## src/rtl/pccmd_dispatch.sv

```systemverilog
`default_nettype none
// ============================================================================
// Module      : pccmd_dispatch
// Description : Command dispatcher for NUM_UNITS execution units.
//               Decodes an AXI-Stream command word into op/uid/payload,
//               issues start pulses and payloads to idle units, and keeps
//               a registered busy scoreboard. Completion, error and fence
//               events collect in a sticky pending register and are
//               reported as single beats on a feedback AXI-Stream.
// Ports       : clk, rst_n (synchronous, active low)
//               s_axis_pccmd_*  command stream in
//               m_axis_pcfbk_*  feedback stream out {fence, error, done[]}
//               unit_start/unit_cmd/unit_busy  per-unit dispatch outputs
//               unit_done  per-unit completion pulses in
//               cfg_word   payload of the last CFG command
// Revision    : 1.0 - initial release
// ============================================================================
module pccmd_dispatch #(
    parameter int AXIS_PCCMD_DATA_WIDTH = 32,
    parameter int AXIS_PCFBK_DATA_WIDTH = 8,
    parameter int NUM_UNITS             = 4,
    localparam int UID_W     = (NUM_UNITS > 1) ? $clog2(NUM_UNITS) : 1,
    localparam int PAYLOAD_W = AXIS_PCCMD_DATA_WIDTH - 2 - UID_W
) (
    input  logic                             clk,
    input  logic                             rst_n,
    input  logic                             s_axis_pccmd_tvalid,
    output logic                             s_axis_pccmd_tready,
    input  logic [AXIS_PCCMD_DATA_WIDTH-1:0] s_axis_pccmd_tdata,
    output logic                             m_axis_pcfbk_tvalid,
    input  logic                             m_axis_pcfbk_tready,
    output logic [AXIS_PCFBK_DATA_WIDTH-1:0] m_axis_pcfbk_tdata,
    output logic [NUM_UNITS-1:0]             unit_start,
    output logic [NUM_UNITS*PAYLOAD_W-1:0]   unit_cmd,
    input  logic [NUM_UNITS-1:0]             unit_done,
    output logic [NUM_UNITS-1:0]             unit_busy,
    output logic [PAYLOAD_W-1:0]             cfg_word
);

    localparam int              PEND_W      = NUM_UNITS + 2;
    localparam int              UID_SPAN    = 1 << UID_W;
    localparam logic [UID_W:0]  c_NUM_UNITS = NUM_UNITS[UID_W:0];
    localparam logic [1:0]      c_OP_CFG    = 2'b00;
    localparam logic [1:0]      c_OP_DISP   = 2'b01;
    localparam logic [1:0]      c_OP_BAR    = 2'b10;
    localparam logic [1:0]      c_OP_FENCE  = 2'b11;

    logic [NUM_UNITS-1:0]             r_start;
    logic [NUM_UNITS*PAYLOAD_W-1:0]   r_cmd;
    logic [NUM_UNITS-1:0]             r_busy;
    logic [PAYLOAD_W-1:0]             r_cfg;
    logic [PEND_W-1:0]                r_pend;
    logic                             r_fvalid;
    logic [AXIS_PCFBK_DATA_WIDTH-1:0] r_fdata;

    logic [1:0]                       w_op;
    logic [UID_W-1:0]                 w_uid;
    logic [PAYLOAD_W-1:0]             w_payload;
    logic                             w_uid_ok;
    logic [UID_SPAN-1:0]              w_busy_ext;
    logic                             w_all_idle;
    logic                             w_ready;
    logic                             w_acc;
    logic                             w_is_disp;
    logic [NUM_UNITS-1:0]             w_start_vec;
    logic                             w_err;
    logic                             w_fence;
    logic [PEND_W-1:0]                w_pend_all;
    logic                             w_load;
    logic [AXIS_PCFBK_DATA_WIDTH-1:0] w_fbk_next;

    always_comb begin
        w_op       = s_axis_pccmd_tdata[1:0];
        w_uid      = s_axis_pccmd_tdata[2 +: UID_W];
        w_payload  = s_axis_pccmd_tdata[AXIS_PCCMD_DATA_WIDTH-1:2+UID_W];
        w_uid_ok   = ({1'b0, w_uid} < c_NUM_UNITS);

        // Busy vector padded to the full uid range so an out-of-range uid
        // reads as idle and the command is accepted (then dropped).
        w_busy_ext = '0;
        w_busy_ext[NUM_UNITS-1:0] = r_busy;
        w_all_idle = ~|r_busy;

        w_ready = 1'b0;
        case (w_op)
            c_OP_CFG:   w_ready = 1'b1;
            c_OP_DISP:  w_ready = ~w_busy_ext[w_uid];
            c_OP_BAR:   w_ready = w_all_idle;
            c_OP_FENCE: w_ready = w_all_idle;
            default:    w_ready = 1'b0;
        endcase
        w_ready = w_ready & rst_n;

        w_acc     = s_axis_pccmd_tvalid & w_ready;
        w_is_disp = w_acc & ((w_op == c_OP_DISP) | (w_op == c_OP_BAR));

        w_start_vec = '0;
        for (int u = 0; u < NUM_UNITS; u++) begin
            w_start_vec[u] = w_is_disp & w_uid_ok & (w_uid == UID_W'(u));
        end

        // Error sources: dispatch to a nonexistent unit, or a done pulse
        // from a unit the scoreboard considers idle.
        w_err   = (w_is_disp & ~w_uid_ok) | (|(unit_done & ~r_busy));
        w_fence = w_acc & (w_op == c_OP_FENCE);

        w_pend_all = r_pend | {w_fence, w_err, unit_done};
        w_load     = (|w_pend_all) & (~r_fvalid | m_axis_pcfbk_tready);

        w_fbk_next = '0;
        w_fbk_next[PEND_W-1:0] = w_pend_all;
    end

    always_ff @(posedge clk) begin
        if (!rst_n) begin
            r_start  <= '0;
            r_cmd    <= '0;
            r_busy   <= '0;
            r_cfg    <= '0;
            r_pend   <= '0;
            r_fvalid <= 1'b0;
            r_fdata  <= '0;
        end else begin
            r_start <= w_start_vec;
            for (int u = 0; u < NUM_UNITS; u++) begin
                if (w_start_vec[u]) begin
                    r_cmd[u*PAYLOAD_W +: PAYLOAD_W] <= w_payload;
                end
            end
            // Set wins over clear: an issue can only target an idle unit.
            r_busy <= (r_busy & ~unit_done) | w_start_vec;

            if (w_acc && (w_op == c_OP_CFG)) begin
                r_cfg <= w_payload;
            end

            // Loading moves every pending bit into the beat at once; when
            // the slot cannot load, new events merge into the sticky set.
            if (w_load) begin
                r_fvalid <= 1'b1;
                r_fdata  <= w_fbk_next;
                r_pend   <= '0;
            end else begin
                r_pend <= w_pend_all;
                if (m_axis_pcfbk_tready) begin
                    r_fvalid <= 1'b0;
                end
            end
        end
    end

    assign s_axis_pccmd_tready = w_ready;
    assign m_axis_pcfbk_tvalid = r_fvalid;
    assign m_axis_pcfbk_tdata  = r_fdata;
    assign unit_start          = r_start;
    assign unit_cmd            = r_cmd;
    assign unit_busy           = r_busy;
    assign cfg_word            = r_cfg;

endmodule
`default_nettype wire
```

## config.mk

```make
export PLATFORM = sky130hd
export DESIGN_NAME = pccmd_dispatch
export DESIGN_NICKNAME = d
export VERILOG_FILES = /design/src/rtl/pccmd_dispatch.sv
export SDC_FILE = /design/constraint.sdc
export NUM_CORES = 1
export LEC_CHECK = 0
export ABC_AREA = 1
export ABC_CLOCK_PERIOD_IN_PS = 1600
export BUFFER_PORTS_ARGS = -buffer_cell sky130_fd_sc_hd__buf_2
export CELL_PAD_IN_SITES_DETAIL_PLACEMENT = 0
export CELL_PAD_IN_SITES_GLOBAL_PLACEMENT = 1
export CORE_MARGIN = 5
export CORE_UTILIZATION = 30
export DETAILED_ROUTE_END_ITERATION = 8
export PLACE_DENSITY = 0.8
export SLEW_MARGIN = 10
export SYNTH_ARGS = -nofsm -noshare
export SYNTH_HDL_FRONTEND = slang
export SYNTH_SLANG_ARGS = --single-unit
```

## constraint.sdc

```tcl
create_clock -name clk -period 1.6 [get_ports clk]
set_input_delay 0.16 -clock clk [delete_from_list [all_inputs] [get_ports clk]]
set_output_delay 0.16 -clock clk [all_outputs]
set_load 0.1 [all_outputs]
```

* After elaboration in Yosys (flattened, before gate mapping)
Index checks and enable logic that the tools add are counted.
** Cells by class
- Equality and inequality tests :: 6
- Mux-type cells :: 5
- Magnitude comparators :: 1
- Bitwise logic cells :: 20
- Reduce and logical (&&, ||, !) cells :: 10
** Operators by type and width (number)
- $and A1 B1 Y1 :: 9
- $and A4 B4 Y4 :: 2
- $eq A2 B2 Y1 const B :: 4
- $not A4 Y4 :: 2
- $reduce_or A4 Y1 :: 2
- $or A6 B6 Y6 :: 1
- $reduce_or A6 Y1 :: 1
- $eq A2 B1 Y1 const B :: 2
- $logic_not A2 Y1 :: 2
- $or A4 B4 Y4 :: 1
- $reduce_or A2 Y1 :: 2
- $lt A2 B3 Y1 const B :: 1
- $mux W1 :: 3
- $not A1 Y1 :: 3
- $pmux W1 S3 :: 1
- $bmux W1 S2 :: 1
- $or A1 B1 Y1 :: 2
- $reduce_bool A2 Y1 :: 1
- $logic_and A1 B1 Y1 :: 1
- $logic_not A1 Y1 :: 1
** Storage, ports and cells
- Output and inout bits :: 158
- Logic and storage cells :: 52
- Flip-flop bits (word level) :: 161
- Bits of input ports :: 40

* Longest topological paths before layout
Gate-level depths: netlist (run 1).
- Depth after elaboration :: 11
- Gate-level depth with buffers :: 16
- Mapped depth without buffers :: 14

* Worst setup path after synthesis (run 1)
No wires, ideal clock.
- Kind :: reg2out
- Start :: reg r_busy[1], in the netlist unit_busy[1]
- End :: out s_axis_pccmd_tready
- Arrival :: 2.537 ns
- Buffers on the path :: 0
- Required time :: 1.440 ns
- Path slack :: -1.097 ns
- Cell stages (with the launch flop) :: 6
- Cells stage by stage :: dfxtp_1 -> nor2_1 -> nand3_1 -> nand2_1 -> inv_1 -> a21oi_1
** On the way
- Word-level cells in the longest chain between the ends :: 5
- Elaborated cells on any way between the ends :: 7
- Classes of those cells :: mux: 3; bitwise: 2; reduce/logical: 2
** Ends and longest elaborated chain
- start, declared :: line 50 : logic [NUM_UNITS-1:0] r_busy;
- start signal, assigned :: line 131 : r_busy <= (r_busy & ~unit_done) | w_start_vec;
- $bmux W1 S2 :: line 87 : c_OP_DISP: w_ready = ~w_busy_ext[w_uid];
- $mux W1 (not written as such) :: line 87
- $not A1 Y1 :: line 87
- $pmux W1 S3 (*) :: line 85 : case (w_op)
- $and A1 B1 Y1 (*) :: line 92 : w_ready = w_ready & rst_n;
- end, declared :: line 28 : output logic s_axis_pccmd_tready,
Mark *: on every way between the ends. The rest lies on a longest branch, timed or not. The select of a mux whose other input is x is not followed.

* Final worst setup path (run 1)
- Start :: reg r_busy[2], in the netlist unit_busy[2]
- End :: reg r_cmd[24], in the netlist unit_cmd[24]
** On the way
- Word-level cells in the longest chain between the ends :: 8
- Elaborated cells on any way between the ends :: 10
- Classes of those cells :: mux: 3; bitwise: 5; reduce/logical: 2
** Ends and longest elaborated chain
- $bmux W1 S2 :: line 87
- $mux W1 (not written as such) :: line 87
- $not A1 Y1 :: line 87
- $pmux W1 S3 (*) :: line 85
- $and A1 B1 Y1 (*) :: line 92
- $and A1 B1 Y1 (*) :: line 94 : w_acc = s_axis_pccmd_tvalid & w_ready;
- $and A1 B1 Y1 (*) :: line 95 : w_is_disp = w_acc & ((w_op == c_OP_DISP) | (w_op == c_OP_BAR));
- $and A1 B1 Y1 (*) :: line 99 : w_start_vec[u] = w_is_disp & w_uid_ok & (w_uid == UID_W'(u));
- end signal, assigned by index :: line 127 : r_cmd[u*PAYLOAD_W +: PAYLOAD_W] <= w_payload;
- end, declared :: line 49 : logic [NUM_UNITS*PAYLOAD_W-1:0] r_cmd;
Marked as above.
A chain may end at the register's enable or synchronous reset.

==> results.toml, run 1 <==
[outcome]
status = "complete, but fails checks"
violations = "negative setup slack"

[cts]
htreeDepth = 4
cts_made_buffers = 17
clk_pin_slew_ps = 60
clkSinkCount = 161
cts_buffer_depth = 2
cts_tree = "yes"
worstSkewPairLatency_ps = 420
root_buffer = "clkbuf_16"

[floorplanning]
die-area_sq_um = 22300
die_w_um = 149
num_io_pins = 198
num_rows = 51
die-height_um = 149
core_sq_um = 19300
initial_utilization_pct = 30.2

[power]
power_leakage_uw = 0.00412
ir_worst_vdd_mv = 0.704
total_power_uw = 9650
p_per_area_nw_per_um2 = 1090

[cells_and_area]
register_area_sq_um = 3240
multiInputGateArea_sq_um = 2510
final_cells = 1268
num-fill-cells = 1968
drive_gt1_share_pct = 39.6
fin_util_pct = 46.0
synthToLayoutAreaGrowth_pct = 52.3
nNetsFinal = 1033
fin_area_sq_um = 8860

[detailed_routing]
drt_wl_total_um = 20600
vias_per_cell = 4.48
firstDrtPassIters = 4
wl_met2_um = 9860
met1_length_um = 8920
drc = 0
first_iter_violations = 244
num_vias = 5679
wl_per_cell_um = 16.2
ant_nets = 0
routed.top_layer = "met4"
wl_met3_um = 1470

[sta]
post-route-min-period_ps = 1750
fmax_ghz = 0.573
skew_ps = 10.3
finalWorstSetupSlack_ps = -146
fin_crit_sh_pct = 109
hold_viol = 0
slew_headroom_pct = 46.7
drv_slew = 0
rsz0062_at_grt = "true"
tightest_slew_ps = 799
setup_violations = 125

[setup_path]
r2r-end = "unit_cmd[24]"
critPathMaxFanout = 8
required_ps = 1910
start_kind = "flip-flop"
r2r_start = "unit_busy[2]"
rrSetupSlack_ps = -150
crit_arrival_ps = 2060
reg2reg_depth = 12
path_class = "reg2reg"
end_kind = "flip-flop"

[min_path]
min_path_type = "in2reg"
hold-path-endpoint = "r_pend[2]"
min_from = "unit_done[2]"
hold_depth = 3

[global_route]
grt.overflow.total = 0
grt_max_degree = 75
grt_pass1_vias = 5216
gr-usage-all-layers_pct = 17.3
grt_pass1_wl_um = 29500
antenna_found_initial = 0

[synthesis]
synth-edff-count = 0
synth_top_area_share_pct = 55.4
synthMostInstantiatedCell = "nor2_1"
yosysWarnings = 0
async_reset_ff_share_pct = 0
ys_seq_elements = 161
synthTopCellsByArea = "dfxtp_1 (55%), nor2_1 (16%), o21ai_0 (7.6%)"
ys_seq_area_share_pct = 55.4
synth_area_leader_cell = "dfxtp_1"
synth.cell_area_sq_um = 5820
syn_inst = 745
ys.flop_type = "dfxtp_1"
synth_common_cells = "nor2_1 (248), dfxtp_1 (161), o21ai_0 (88)"
yosysUniqueCellTypes = 22
syn_avg_cell_area_sq_um = 7.81

[place]
portBuffers = 195
place_area_sq_um = 7310
dp_cells = 1206
hpwl_um = 13900
pre_cts_slack_ps = -250
gp_congestion = 0.801

[flow_run]
cap_violations = 0
repair_timing:
item	4_1_cts	5_1_grt
pin swaps	10	42
endpoints found under the setup margin	113	161
cloned	8	8
setup buffers	12	3
hold buffers	1	0
hold endpoints to repair	1	0
gates resized for setup	111	106
area by class of cell:
type                    instances  area share, %
well taps                     265           3.74
repair buffers                273           23.1
clock inverters                11           1.44
clock buffers                  21           5.31
multi-input cells             510           28.3
flip-flops and latches        161           36.5
diodes                          1         0.0282
inverters                      26           1.58
worst max-delay path, cell delays in order, from the launching register on:
cell and delay, ps:
dfxtp_4 350, nand2_1 50, nand2_1 50, nand2_1 70
nand3_2 100, nand2_2 100, nand3_2 90, nor2_4 190
buf_6 150, nand2_8 110, buf_8 190, o21ai_1 120
nor2_1 60
placed cells by master, fill, tap and decap left out, types with 7 or more instances in the layout:
cell type	n
dfxtp_1	156
buf_12	7
buf_6	18
nor2_1	229
nor2_2	18
o21ai_0	8
inv_1	19
clkbuf_16	25
buf_2	193
o21ai_2	43
buf_4	27
nand3_1	12
nand2_1	81
buf_8	16
o21ai_1	60
a21oi_1	28
worst max-delay path by stage:
stage | slack, ps | start | depth (start not counted) | to
CTS | -110 | unit_busy[0] | 7 | s_axis_pccmd_tready
finish | -150 | unit_busy[2] | 12 | unit_cmd[24]
detailed placement | -250 | s_axis_pccmd_tdata[0] | 16 | unit_cmd[8]
floorplan | -90 | unit_busy[3] | 12 | unit_cmd[10]
global placement | -200 | s_axis_pccmd_tdata[0] | 15 | unit_cmd[55]
global route | -280 | unit_busy[1] | 13 | unit_cmd[16]
routing by layer:
metal | global-route usage, % | vias up
met2 | 28.3 | 172
met3 | 5.47 | 25
met4 | 5.90 | 0
met5 | 0 | -
li1 | - | 2862
met1 | 21.7 | 2620
state kept, by name, summed over array words and instances, names as in the netlist:
name,count
unit_cmd,112
unit_busy,4
m_axis_pcfbk_tdata,6
unit_start,4
m_axis_pcfbk_tvalid,1
r_pend,6
cfg_word,28
cells by family (layout without fill, tap and decap cells):
logic type      after synthesis  count (layout)  share of synthesized area, %
simple gates                358             358                          24.1
flops                       161             161                          55.4
compound gates              146             146                          12.6
buf+inv                      75             331                          7.01
fa+ha+maj                     4               4                         0.860
other cells                   1               3                        0.0644
power breakdown:
part	total [uW]	internal, uW	switching (uW)
registers	4140	4090	49.7
clock network	4080	2430	1650
logic	1430	341	1090
total	9650	6870	2790
per-stage QoR:
stage                     hold slack [ps]  setup TNS [ps]
after global placement                440          -16810
after CTS                           0.207           -6980
after detailed placement              434          -25090
final                                9.44          -12240
after floorplan                       303           -5110
after global routing                 35.8          -30450
Note: power is estimated with default switching activity, not from simulation.
==> run 2, diff against run 1 <==
Settings changed: ABC_AREA 1 to not set, CAP_MARGIN set to 10, PLACE_DENSITY 0.8 to 0.78, REMOVE_ABC_BUFFERS set to 1.
==> run 2 against run 1 <==
Effect of this change:
- the flow still finishes with violations (negative setup slack)
- register-to-register slack worse by 170 ps
- maximum frequency is 9.0% lower
- first-iteration DRC count fell by 46%
- clock skew is 3.7 ps higher
- die area decreased by 1.0%
- critical endpoint is now unit_cmd[41]
- largest cell class unchanged
- largest power group is now the clock network
==> results.toml, run 2 <==
[outcome]
status = "complete, but fails checks"
violations = "negative setup slack"

[sta]
post-route-min-period_ps = 1920
skew_ps = 14.0
fin_crit_sh_pct = 120
setup_violations = 130
fmax_ghz = 0.521
finalWorstSetupSlack_ps = -319
tightest_slew_ps = 602
slew_headroom_pct = 59.9
hold_viol = 0
rsz0062_at_grt = "true"
drv_slew = 0

[cells_and_area]
mostFrequentLayoutCells = "buf_2 (193), nand2_1 (166), dfxtp_1 (157)"
synthToLayoutAreaGrowth_pct = 52.8
multiInputGateArea_sq_um = 2410
nNetsFinal = 961
final_cells = 1164
fin_util_pct = 46.8
final_common_cell = "buf_2"
register_area_sq_um = 3230
num-fill-cells = 1839
largest_register_ffs = 112
diodes = 0
drive_gt1_share_pct = 35.4
fin_area_sq_um = 8790

[setup_path]
path_buf_inv = 4
crit_path_top_delay_cell = "dfxtp_2"
path_cells = "mux2_4, o22ai_4, buf_4, buf_6, o311a_4, buf_12, bufbuf_16, nand2_1, o21ai_0"
cpLargestDelayFamily = "buffers and inverters"
crit_arrival_ps = 2220
critPathMaxStageDelay_ps = 390
end_kind = "flip-flop"
path_class = "reg2reg"
required_ps = 1900
critPathMaxFanout = 9
start_kind = "flip-flop"

[place]
dp_cells = 1078
gp_congestion = 0.839
place_area_sq_um = 7240
hpwl_um = 12300
portBuffers = 195
pre_cts_slack_ps = -305

[global_route]
grt.overflow.total = 0
grt_pass1_wl_um = 30300
antenna_found_initial = 0
gr-usage-all-layers_pct = 17.5
grt_pass1_vias = 5375
grt_max_degree = 84

[synthesis]
yosysUniqueCellTypes = 39
synthTopCellsByArea = "dfxtp_1 (56%), nand2_1 (11%), o21ai_0 (7.5%)"
ys_seq_area_share_pct = 56.0
synth_area_leader_cell = "dfxtp_1"
async_reset_ff_share_pct = 0
syn_inst = 659
synth.cell_area_sq_um = 5760
ys.flop_type = "dfxtp_1"
ys_seq_elements = 161
synth_common_cells = "nand2_1 (167), dfxtp_1 (161), o21ai_0 (86)"
synth-edff-count = 0
synthMostInstantiatedCell = "nand2_1"
yosysWarnings = 0
syn_avg_cell_area_sq_um = 8.73
synth_top_area_share_pct = 56.0

[detailed_routing]
met1_length_um = 9050
wl_met2_um = 9560
ant_nets = 0
vias_per_cell = 4.72
wl_met3_um = 1210
drc = 0
firstDrtPassIters = 4
routed.top_layer = "met4"
wl_per_cell_um = 17.2
first_iter_violations = 131
num_vias = 5497
drt_wl_total_um = 20000

[min_path]
min_path_type = "in2reg"

[floorplanning]
die_w_um = 149
die-area_sq_um = 22100
initial_utilization_pct = 30.7
num_rows = 50
num_io_pins = 198
core_sq_um = 18800
die-height_um = 149

[cts]
worstSkewPairLatency_ps = 420
cts_made_buffers = 17
clkSinkCount = 161
root_buffer = "clkbuf_16"
cts_buffer_depth = 2
clk_pin_slew_ps = 70
cts_tree = "yes"
htreeDepth = 4

[power]
p_per_area_nw_per_um2 = 1090
total_power_uw = 9550
ir_worst_vdd_mv = 0.696
power_leakage_uw = 0.00414

[flow_run]
cap_violations = 0
## run 2: changes by cell type in the layout (fill, tap and decap cells not counted), sizes merged, moves of 25 or more
cell | previous run | this run
dlygate4sd3 | 1 | 27
mux2i | 0 | 28
nand2 | 91 | 167
nand3 | 15 | 62
nor2 | 249 | 7
o21ai | 112 | 87
## run 2: what timing repair did
item	4_1_cts	5_1_grt
buffers inserted	14	2
gates cloned	10	2
endpoints found under the hold margin	49	0
setup endpoints to repair	107	133
pin swaps	3	4
hold buffers	27	0
gates resized for setup	43	31
## run 2: report_power, final
part / total [uW] / switching [uW] / internal [uW]
clock network: 4220 / 1710 / 2510
registers: 4120 / 37.8 / 4080
logic: 1220 / 891 / 326
total: 9550 / 2640 / 6910
## run 2: kinds of logic after synthesis
family	synth area share, %
other	0.0652
DFF	56.0
buffers and inverters	4.85
AOI/OAI and AO/OA	13.4
and+or+nand+nor	19.5
muxes	5.33
adders and majority gates	0.870
## run 2: layout make-up
class	instances	area share (%)
clock buffer	20	5.08
inverter	12	0.512
tap	234	3.33
multi-input combinational	436	27.5
clock inverter	12	1.79
sequential	161	36.7
timing repair buffer	289	25.1
## run 2: final timing paths
check	start	endpoint	slack, ps	depth (start not counted)
setup / recovery	unit_busy[2]	unit_cmd[41]	-320	9
hold / removal	s_axis_pccmd_tdata[18]	unit_cmd[42]	30	3
setup reg to reg	unit_busy[2]	unit_cmd[41]	-320	9
hold reg to reg	cfg_word[10]	cfg_word[10]	450	2
## run 2: per-layer routing
| layer | global-route usage, % | up-vias |
|---|---|---|
| met4 | 4.25 | 0 |
| met5 | 0 | - |
| met2 | 29.6 | 152 |
| met1 | 22.1 | 2578 |
| met3 | 5.03 | 15 |
| li1 | - | 2752 |
## run 2: worst min-delay path, cell delays in order
cell	delay (ps)
buf_2	120
nand2_1	50
o21ai_1	70
## run 2: through the flow
stage,TNS (ps),hold slack (ps)
after global placement,-19770,390
after detailed placement,-23860,398
after CTS,-21540,2.24
after floorplan,-226360,269
final,-25540,26.2
after global routing,-34850,21.4
==> run 3, diff against run 2 <==
Settings changed: ABC_CLOCK_PERIOD_IN_PS 1600 to 2300, PLACE_DENSITY 0.78 to 0.76.
Clock period 1.6 ns to 2.3 ns, I/O delays scaled along.
==> run 3 against run 2 <==
Effect of this change:
- the flow now finishes without violations
- critical path depth shrank 4
- die area is the same
- sequential power is 31% lower
- non-clock buffer count decreased by 77
- core utilization is 6.4 points lower
- clock power is 32% lower
- sequential share of layout area grew 5.8 points
- worst hold slack better by 16 ps
- final cell count fell by 6.6%
- clock skew decreased by 9.2 ps
- final area fell by 14%
- largest cell class unchanged
- largest power group unchanged
==> results.toml, run 3 (synthesis gave the netlist of run 2 again) <==
[detailed_routing]
drc = 0
wl_per_cell_um = 15.4
num_vias = 4991
drt_wl_total_um = 16700
first_iter_violations = 140
vias_per_cell = 4.59
firstDrtPassIters = 5
ant_nets = 0

[cts]
root_buffer = "clkbuf_16"
cts_made_buffers = 17
worstSkewPairLatency_ps = 410
cts_buffer_depth = 2
clk_pin_slew_ps = 60
postCtsResizedCells = 0
cts_setup_buffers = 0
cts_tree = "yes"
htreeDepth = 4
postCtsHoldBufs = 0
clkSinkCount = 161

[cells_and_area]
num-fill-cells = 1932
largest_register_ffs = 112
synthToLayoutAreaGrowth_pct = 31.8
mostFrequentLayoutCells = "buf_2 (193), nand2_1 (167), dfxtp_1 (161)"
fin_area_sq_um = 7580
final_common_cell = "buf_2"
register_area_sq_um = 3220
multiInputGateArea_sq_um = 2280
drive_gt1_share_pct = 29.8
nNetsFinal = 884
diodes = 0

[sta]
tightest_slew_ps = 660
finalWorstSetupSlack_ps = 128
setup_violations = 0
drv_slew = 0
fmax_ghz = 0.460
rsz0062_at_grt = "false"
skew_ps = 4.88
holdWs_ps = 42.4
post-route-min-period_ps = 2170
slew_headroom_pct = 55.9
hold_viol = 0
fin_crit_sh_pct = 94.4

[setup_path]
crit_path_top_delay_cell = "dfxtp_1"
reg2reg_depth = 6
r2r-end = "unit_cmd[63]"
critPathMaxStageDelay_ps = 350
cpLargestDelayFamily = "simple AND/OR/NAND/NOR gates"
crit_arrival_ps = 1940
rrSetupSlack_ps = 240
end_kind = "output port"
critPathMaxFanout = 5
required_ps = 2070
start_kind = "flip-flop"
path_buf_inv = 1
path_cells = "mux2_4, o22ai_4, nor3_1, nor2_1, buf_12"
path_class = "reg2out"
r2r_start = "unit_busy[2]"

[floorplanning]
core_sq_um = 18800
num_io_pins = 198
num_rows = 50
die-area_sq_um = 22100
die_w_um = 149
initial_utilization_pct = 30.7
die-height_um = 149

[power]
power_switching_uw = 1740
ir_worst_vdd_mv = 0.489
p_per_area_nw_per_um2 = 850
internal_power_uw = 4710
combPwrFrac_pct = 10.9
power_frac_seq_pct = 44.4
total_power_uw = 6450
swShare_pct = 27.0
clockPowerShare_pct = 44.7
power_leakage_uw = 0.00355

[global_route]
antenna_found_initial = 1
grt_pass1_wl_um = 26100
grt.overflow.total = 0
grt_max_degree = 120
gr-usage-all-layers_pct = 15.0
grt_pass1_vias = 4706

[min_path]
min_path_type = "in2reg"
min_from = "s_axis_pccmd_tdata[14]"
hold_depth = 3
hold-path-endpoint = "unit_cmd[38]"

[place]
hpwl_um = 11700
place_area_sq_um = 6980
pre_cts_slack_ps = 133
portBuffers = 195
gp_congestion = 0.821

[flow_run]
cap_violations = 0

[outcome]
status = "completed"
## run 3: how the worst max path moves through the flow
stage,from,to,slack [ps],depth (start not counted)
final,unit_busy[2],s_axis_pccmd_tready,130,5
after global routing,unit_busy[0],s_axis_pccmd_tready,30,5
after CTS,unit_busy[2],s_axis_pccmd_tready,100,5
after detailed placement,s_axis_pccmd_tdata[1],unit_cmd[78],130,9
after global placement,s_axis_pccmd_tdata[1],unit_cmd[71],190,9
after floorplan,unit_busy[1],unit_busy[0],-2460,4
## run 3: layout make-up
cell class,instances,area share [%]
Multi-Input combinational cell,436,30.1
Clock inverter,12,2.10
Tap cell,234,3.86
Sequential cell,161,42.5
Timing Repair Buffer,212,14.9
Clock buffer,20,5.89
Inverter,12,0.594
## run 3: worst min-delay path: cells and delay by family
family / cells / cell delay, ps
buffers and inverters: 1 / 100
AND/OR/NAND/NOR: 1 / 40
AO/OA/AOI/OAI: 1 / 50
## run 3: stage by stage
| stage | util (%) | TNS [ps] | instances |
|---|---|---|---|
| after global placement | 37.2 | 0 | 1055 |
| after global routing | 40.4 | 0 | 1087 |
| after floorplan | - | -134430 | 609 |
| after CTS | 40.4 | 0 | 1087 |
| final | 40.4 | 0 | 1087 |
| after detailed placement | 37.2 | 0 | 1055 |
## run 3: power groups by stage
stage / clock, uW / sequential [uW] / combinational (uW)
6_report: 2880 / 2860 / 703
5_1_grt: 3110 / 2870 / 743
4_1_cts: 2980 / 2860 / 710
3_5_place_dp: 0 / 2920 / 708
3_3_place_gp: 0 / 2920 / 709
2_1_floorplan: 0 / 3260 / 152
## run 3: routing by layer
layer | part of all wire, % | GRT usage [%] | up-vias | routed length [um]
li1 | - | - | 2577 | -
met1 | 45 | 19.5 | 2241 | 7590
met2 | 45 | 23.2 | 154 | 7480
met3 | 8.3 | 5.36 | 17 | 1390
met5 | 0.042 | 0 | - | 7
met4 | 1.4 | 4.80 | 2 | 235
